**src/rtl/stream_light_ctrl.sv**
```systemverilog
// Run/stop/reverse controller for an LED chaser: debounces three raw buttons,
// runs an IDLE/RUN/PAUSE state machine and paces Step pulses by a selectable rate.
module stream_light_ctrl #(
   parameter int DB_CYCLES   = 1000000,
   parameter int STEP_CYCLES = 50000000
) (
   input  logic       CLK,
   input  logic       Reset,
   input  logic       Run,
   input  logic       Stop,
   input  logic       Reverse,
   input  logic [1:0] Speed,
   output logic       Step,
   output logic       Dir,
   output logic [1:0] State,
   output logic       Running
);

   typedef enum logic [1:0] {
      IDLE  = 2'b00,
      RUN   = 2'b01,
      PAUSE = 2'b10
   } state_t;

   localparam int DBW = (DB_CYCLES > 1) ? $clog2(DB_CYCLES) : 1;
   localparam int SW  = (STEP_CYCLES > 1) ? $clog2(STEP_CYCLES) : 1;
   localparam logic [DBW-1:0] DB_LAST = DBW'(DB_CYCLES - 1);

   logic [2:0]     raw;
   logic [2:0]     sync_a;
   logic [2:0]     sync_b;
   logic [2:0]     deb;
   logic [2:0]     press;
   logic [DBW-1:0] db_cnt [3];

   logic           run_p;
   logic           stop_p;
   logic           rev_p;

   state_t         state;
   state_t         state_nxt;

   logic [SW-1:0]  step_cnt;
   logic [31:0]    span;
   logic [31:0]    term;
   logic           at_term;
   logic           advance;

   assign raw = {Reverse, Stop, Run};

   // Bit 0 = Run, bit 1 = Stop, bit 2 = Reverse throughout the button path.
   always_ff @(posedge CLK or negedge Reset) begin
      if (!Reset) begin
         sync_a <= '0;
         sync_b <= '0;
         deb    <= '0;
         for (int i = 0; i < 3; i++)
            db_cnt[i] <= '0;
      end else begin
         sync_a <= raw;
         sync_b <= sync_a;
         for (int i = 0; i < 3; i++) begin
            if (sync_b[i] == deb[i]) begin
               db_cnt[i] <= '0;
            end else if (db_cnt[i] == DB_LAST) begin
               deb[i]    <= sync_b[i];
               db_cnt[i] <= '0;
            end else begin
               db_cnt[i] <= db_cnt[i] + DBW'(1);
            end
         end
      end
   end

   // A press is the cycle in which a debounced level is about to rise.
   always_comb begin
      press = '0;
      for (int i = 0; i < 3; i++)
         press[i] = sync_b[i] & ~deb[i] & (db_cnt[i] == DB_LAST);
   end

   assign run_p  = press[0];
   assign stop_p = press[1];
   assign rev_p  = press[2];

   always_ff @(posedge CLK or negedge Reset) begin
      if (!Reset)
         state <= IDLE;
      else
         state <= state_nxt;
   end

   // Stop outranks Run whenever both arrive together.
   always_comb begin
      state_nxt = state;
      case (state)
         IDLE:    if (!stop_p && run_p) state_nxt = RUN;
         RUN:     if (stop_p)           state_nxt = PAUSE;
         PAUSE:   if (stop_p)           state_nxt = IDLE;
                  else if (run_p)       state_nxt = RUN;
         default:                       state_nxt = IDLE;
      endcase
   end

   always_comb begin
      State   = state;
      Running = (state == RUN);
      advance = (state == RUN) && !stop_p;
      Step    = advance && at_term;
   end

   always_comb begin
      span    = 32'(STEP_CYCLES) >> Speed;
      term    = (span == 32'd0) ? 32'd0 : span - 32'd1;
      at_term = (32'(step_cnt) >= term);
   end

   // Holding in the cycle RUN is left keeps the count intact for resume.
   always_ff @(posedge CLK or negedge Reset) begin
      if (!Reset)
         step_cnt <= '0;
      else if (state == IDLE)
         step_cnt <= '0;
      else if (advance)
         step_cnt <= at_term ? '0 : step_cnt + SW'(1);
   end

   always_ff @(posedge CLK or negedge Reset) begin
      if (!Reset)
         Dir <= 1'b0;
      else if (rev_p)
         Dir <= ~Dir;
   end

endmodule

```
**config.mk**
```make
export PLATFORM = sky130hd
export DESIGN_NAME = stream_light_ctrl
export DESIGN_NICKNAME = d
export VERILOG_FILES = /design/src/rtl/stream_light_ctrl.sv
export SDC_FILE = /design/constraint.sdc
export NUM_CORES = 1
export LEC_CHECK = 0
export CORE_MARGIN = 2
export CORE_UTILIZATION = 56
export DETAILED_ROUTE_END_ITERATION = 6
export HOLD_SLACK_MARGIN = 0.05
export PLACE_DENSITY = 0.78
export SLEW_MARGIN = 20
export SYNTH_ARGS = -nofsm -noshare
export SYNTH_HDL_FRONTEND = slang
export SYNTH_SLANG_ARGS = --single-unit
```
**constraint.sdc**
```tcl
create_clock -name CLK -period 2.6 [get_ports CLK]
set_clock_uncertainty 0.1 [all_clocks]
set_input_delay 0.39 -clock CLK [delete_from_list [all_inputs] [get_ports CLK]]
set_output_delay 0.39 -clock CLK [all_outputs]
set_load 0.03 [all_outputs]
```
# Word-level counts from Yosys, hierarchy flattened
# Cells that the tools add are included.
# totals
output_inout_bits	5
reg_bits	98
inputBits	7
# classes
n_lt_le_gt_ge	1
shifts	1
bitwise_logic	13
n_eq_ne	11
add_sub_neg	5
muxes	15
reduce_logical	11
# op_table
cell	n
two-way mux 20 bit	6
two-way mux 26 bit	3
adder 20 x 1 -> 20 bit, second input constant	3
equality test 20 bit, second input constant	3
greater-or-equal comparator 26 x 32 -> 1 bit	1
logical NOT 32 bit	1
two-way mux 32 bit	1
>> shifter 26 x 2 -> 32 bit, first input constant	1
subtractor 32 x 1 -> 32 bit, second input constant	1
adder 26 x 1 -> 26 bit, second input constant	1
two-way mux 2 bit	4
inverter 1 bit	7
AND 1 bit	6
one-hot mux 2 bit (3 select lines)	1
AND reduction 2 bit	3
equality test 1 bit	3
logical AND 1 bit	3
inequality test 3 bit, second input constant	1
AND reduction 3 bit	1
equality test 2 x 1 -> 1 bit, second input constant	1
equality test 2 bit, second input constant	1
logical NOT 2 bit	1
inequality test 2 x 1 -> 1 bit, second input constant	1
inequality test 2 bit, second input constant	1
other kinds (2)	2

# Longest topological paths before layout
# logic_depth
word_depth	7
depth_mapped	13
mapped_depth_nobuf	11

# Worst setup path before layout
# Ideal clock, no wire load.
# synth_timing
path_kind	input to register
startpoint	input Speed[1]
endpoint	register step_cnt[15]
arrival_ns	2.720
slack_ns	-0.302
path_stages	13
t_required_ns	2.418
path_cell_list	nor2_1 -> inv_1 -> ha_1 -> ha_1 -> a21oi_1 -> o21ai_0 -> a2111oi_0 -> nor3b_2 -> nor3_4 -> buf_6 -> buf_6 -> nand3_1 -> a31oi_1
# synth_via
elab_chain_cells	7
elab_cells_between_ends	8
# synth_lines
element	line	rtl
from (decl)	12	input logic [1:0] Speed,
>> shifter 26 x 2 -> 32 bit (*)	113	span = 32'(STEP_CYCLES) >> Speed;
subtractor 32 x 1 -> 32 bit or logical NOT 32 bit (tied branches)	114	term = (span == 32'd0) ? 32'd0 : span - 32'd1;
two-way mux 32 bit (*)	114	
greater-or-equal comparator 26 x 32 -> 1 bit (*)	115	at_term = (32'(step_cnt) >= term);
two-way mux 26 bit (*)	125	step_cnt <= at_term ? '0 : step_cnt + SW'(1);
two-way mux 26 bit (*)	124	else if (advance)
two-way mux 26 bit (*)	122	else if (state == IDLE)
to (signal assigned)	125	
to (decl)	43	logic [SW-1:0] step_cnt;
# Every way passes the cells marked *; elsewhere a longest branch is shown, timed or not. The select of a mux whose other input is x is not followed.
# A chain may end at the register's enable or synchronous reset.

# Final worst setup path
# layout_timing
startpoint	input Speed[1]
endpoint	output Step
# layout_via
elab_chain_cells	5
elab_cells_between_ends	6
# layout_lines
element	line	rtl
>> shifter 26 x 2 -> 32 bit (*)	113	
subtractor 32 x 1 -> 32 bit or logical NOT 32 bit (tied branches)	114	
two-way mux 32 bit (*)	114	
greater-or-equal comparator 26 x 32 -> 1 bit (*)	115	
logical AND 1 bit (*)	109	Step = advance && at_term;
to (decl)	13	output logic Step,
# Every way passes the cells marked *; elsewhere a longest branch is shown, timed or not.

==> results.cfg <==
[status]
status = finished, violations left
violations = negative setup slack

[finish]
nets = 680
diodes = 0
areaGrowthSynthToFinish_pct = 16.4
fillers = 704
layout_cells_sized_above_1_pct = 16.3

[synthesis]
ys_top_cells_by_area = sky130_fd_sc_hd__dfrtp_1, sky130_fd_sc_hd__ha_1, sky130_fd_sc_hd__nor2_1
synth_enable_flop_cells = 0
synth_common_cells = sky130_fd_sc_hd__dfrtp_1, sky130_fd_sc_hd__nor2_1, sky130_fd_sc_hd__nand2_1
mean_instance_size_in_the_synthesized_netlist_sq_um = 9.22
mappedNetlistArea_sq_um = 5440
synth_nets = 624
synth_top_cell_area_share_pct = 45.1
synth.ff_latch_count = 98
yosysMostFrequentCell = sky130_fd_sc_hd__dfrtp_1
yosysWarningCount = 0
synthesis.instances = 590
synthDistinctLibCells = 58
post_synth_arst_share_pct = 100
seq_area_frac_synth_pct = 45.1
synth_area_leader_cell = sky130_fd_sc_hd__dfrtp_1
synth-main-ff-cell = sky130_fd_sc_hd__dfrtp_1

[setup_path]
register_to_register_setup_slack_ns = 0
crit_path_end_kind = primary output
critPathMostFrequentCell = sky130_fd_sc_hd__buf_4
worst_path_dominant_cell_family = compound AO/OA/AOI/OAI gates
critical_path_buf_inv_count = 4
critical_path_arrival_ns = 2.25
critPathMaxStageDelay_ns = 0.36
worstRegToRegCells = 9
worstPathCellList = buf_4 > buf_4 > inv_1 > nand2_1 > ha_1 > o21ai_1 > nor3_1 > a211o_1 > nor3_4 > nor2_4 > buf_6
critical_path.max_fanout = 4
cpMaxStageDelayCell = sky130_fd_sc_hd__a211o_1
timing.setup.critical_path_class = input port to primary output
critical_path_required_ns = 2.11
crit_path_start_kind = input port
crit_cells = 11

[global_routing]
gr-usage-met1_pct = 33.7
grt_busiest_layer = met2
grt_util_met3_pct = 5.29
grt_first_pass_wirelength_mm = 20.1
track_usage_pct = 24.3
number_of_antenna_violations_at_the_first_check_in_global_routing = 0
via_count_of_the_first_global_routing_pass = 4374
grt.met2_usage_pct = 39.4
grt_overflow = 0
grt_start_max_net_pins = 40

[clock_tree]
clkSinkCount = 98
clock_tree.buffer_depth = 2
cts_tree = built
clock_latency_ns = 0.37
worst_setup_hold_path_clk_slew_ns = 0.09
cts-buffers-inserted = 9
cts_root_buf = sky130_fd_sc_hd__clkbuf_8
htreeDepth = 3

[detailed_routing]
routed_wire_length_per_instance_um = 15.2
first_iter_violations = 251
num_vias = 4468
totalWireLength_mm = 11.9
final_antenna_net_count = 0
via_per_inst = 5.73
drt_drc_violations_left = 0
drt_pre_antenna_iters = 4

[hold_path]
min_path_cells = 0
hold_class = flip-flop to flip-flop

[timing]
drv_slew = 0
finalHoldViolations = 0
setup-tns-final_ns = -0.160
timing_worst_slew_pin_value_ns = 0.642
setup_viols_final = 2
maxClockFrequency_mhz = 365
setup_repair_after_global_routing_missed_its_margin = yes
period_needed_ns = 2.74
timing.slew.headroom_pct = 57.2
final.period_utilization_pct = 105
fin_ws_ns = -0.140

[power_and_ir_drop]
leakagePower_uw = 0.00271
peakVddDrop_mv = 0.289
power_density_over_the_cells_nw_per_um2 = 418

[floorplan]
die_h_um = 103
core_area_sq_um = 9330
chipWidth_um = 103
row_count = 35
i_o_pin_count = 12
floorplan.initialDensity_pct = 58.3
die_area_sq_um = 10500

[place]
post-place-ws_ns = -1.08
dpl.hpwl_mm = 8.54
gp_congestion = 0.896
place.port_buffers = 11

[job]
timing.max_cap.violations = 0
layer usage:
layer	wire length, um	up-vias
li1	-	2174
met1	5460	2193
met2	5790	86
met3	462	15
met4	147	0
met5	0	-
cells by family (layout without fill, tap and decap cells):
group	Yosys count	count (layout)	share of synthesized area, %
compound gates	63	63	7.45
other cells	2	2	0.138
simple gates	302	302	28.0
fa+ha+maj	28	28	6.39
xor+xnor	55	55	8.85
mux	3	3	0.575
buf+inv	39	100	3.50
flops	98	98	45.1
report_power, final:
part | switching (uW) | internal, uW | leakage, uW
combinational | 89.3 | 50.6 | 0.00127
sequential | 14.2 | 1540 | 0.00135
clock | 586 | 371 | 0.0000911
total | 689 | 1960 | 0.00271
flip-flops by register name (all words and copies together) (netlist names):
| signal | count |
|---|---|
| sync_b | 3 |
| db_cnt | 60 |
| step_cnt | 26 |
| sync_a | 3 |
| deb | 3 |
| Dir | 1 |
| State | 2 |
area by class of cell:
| cell class | count | area, sq um | area share, % |
|---|---|---|---|
| Inverter | 18 | 67.6 | 1.07 |
| Multi-Input combinational cell | 453 | 2920 | 46.2 |
| Clock buffer | 9 | 124 | 1.96 |
| Tap cell | 129 | 161 | 2.55 |
| Sequential cell | 98 | 2450 | 38.7 |
| Clock inverter | 7 | 68.8 | 1.09 |
| Timing Repair Buffer | 66 | 536 | 8.46 |
stage by stage:
step | total power, uW | instance area (sq um) | util, % | cells | hold WS [ns]
final | 2650 | 6330 | 67.9 | 780 | 0.255
after global routing | 2750 | 6330 | 67.9 | 780 | 0.268
after CTS | 2660 | 6280 | 67.3 | 780 | 0.256
after detailed placement | 1720 | 6040 | 64.7 | 762 | 0.235
after global placement | 1710 | 6040 | 64.7 | 762 | 0.235
after floorplan | 1650 | 5480 | - | 590 | -0.00559
cells in the final DEF, fill, tap and decap left out, types with 17 or more instances in the layout:
cell type and count:
sky130_fd_sc_hd__inv_1 17, sky130_fd_sc_hd__nor3_1 21, sky130_fd_sc_hd__ha_1 23, sky130_fd_sc_hd__xor2_1 33
sky130_fd_sc_hd__nor2_1 83, sky130_fd_sc_hd__buf_4 55, sky130_fd_sc_hd__xnor2_1 22, sky130_fd_sc_hd__dfrtp_1 98
sky130_fd_sc_hd__nand3_1 58, sky130_fd_sc_hd__nand2_1 60, sky130_fd_sc_hd__and3_1 17
repair_timing:
| item | in CTS | in global routing |
|---|---|---|
| buffers inserted | 1 | 0 |
| setup endpoints to repair | 27 | 19 |
| endpoints found under the hold margin | 37 | 0 |
| gates resized for setup | 22 | 11 |
| hold buffers | 1 | 0 |
| pin swaps | 7 | 6 |
| gates cloned | 0 | 0 |
final timing paths:
check                        startpoint           end
max in group asynchronous         Reset     db_cnt[9]
hold reg to reg               sync_a[1]     sync_b[1]
hold / removal                sync_a[1]     sync_b[1]
setup / recovery               Speed[1]          Step
min in group asynchronous         Reset    db_cnt[38]
setup reg to reg           step_cnt[10]  step_cnt[24]
No activity file was read; power rests on OpenSTA's default activity.
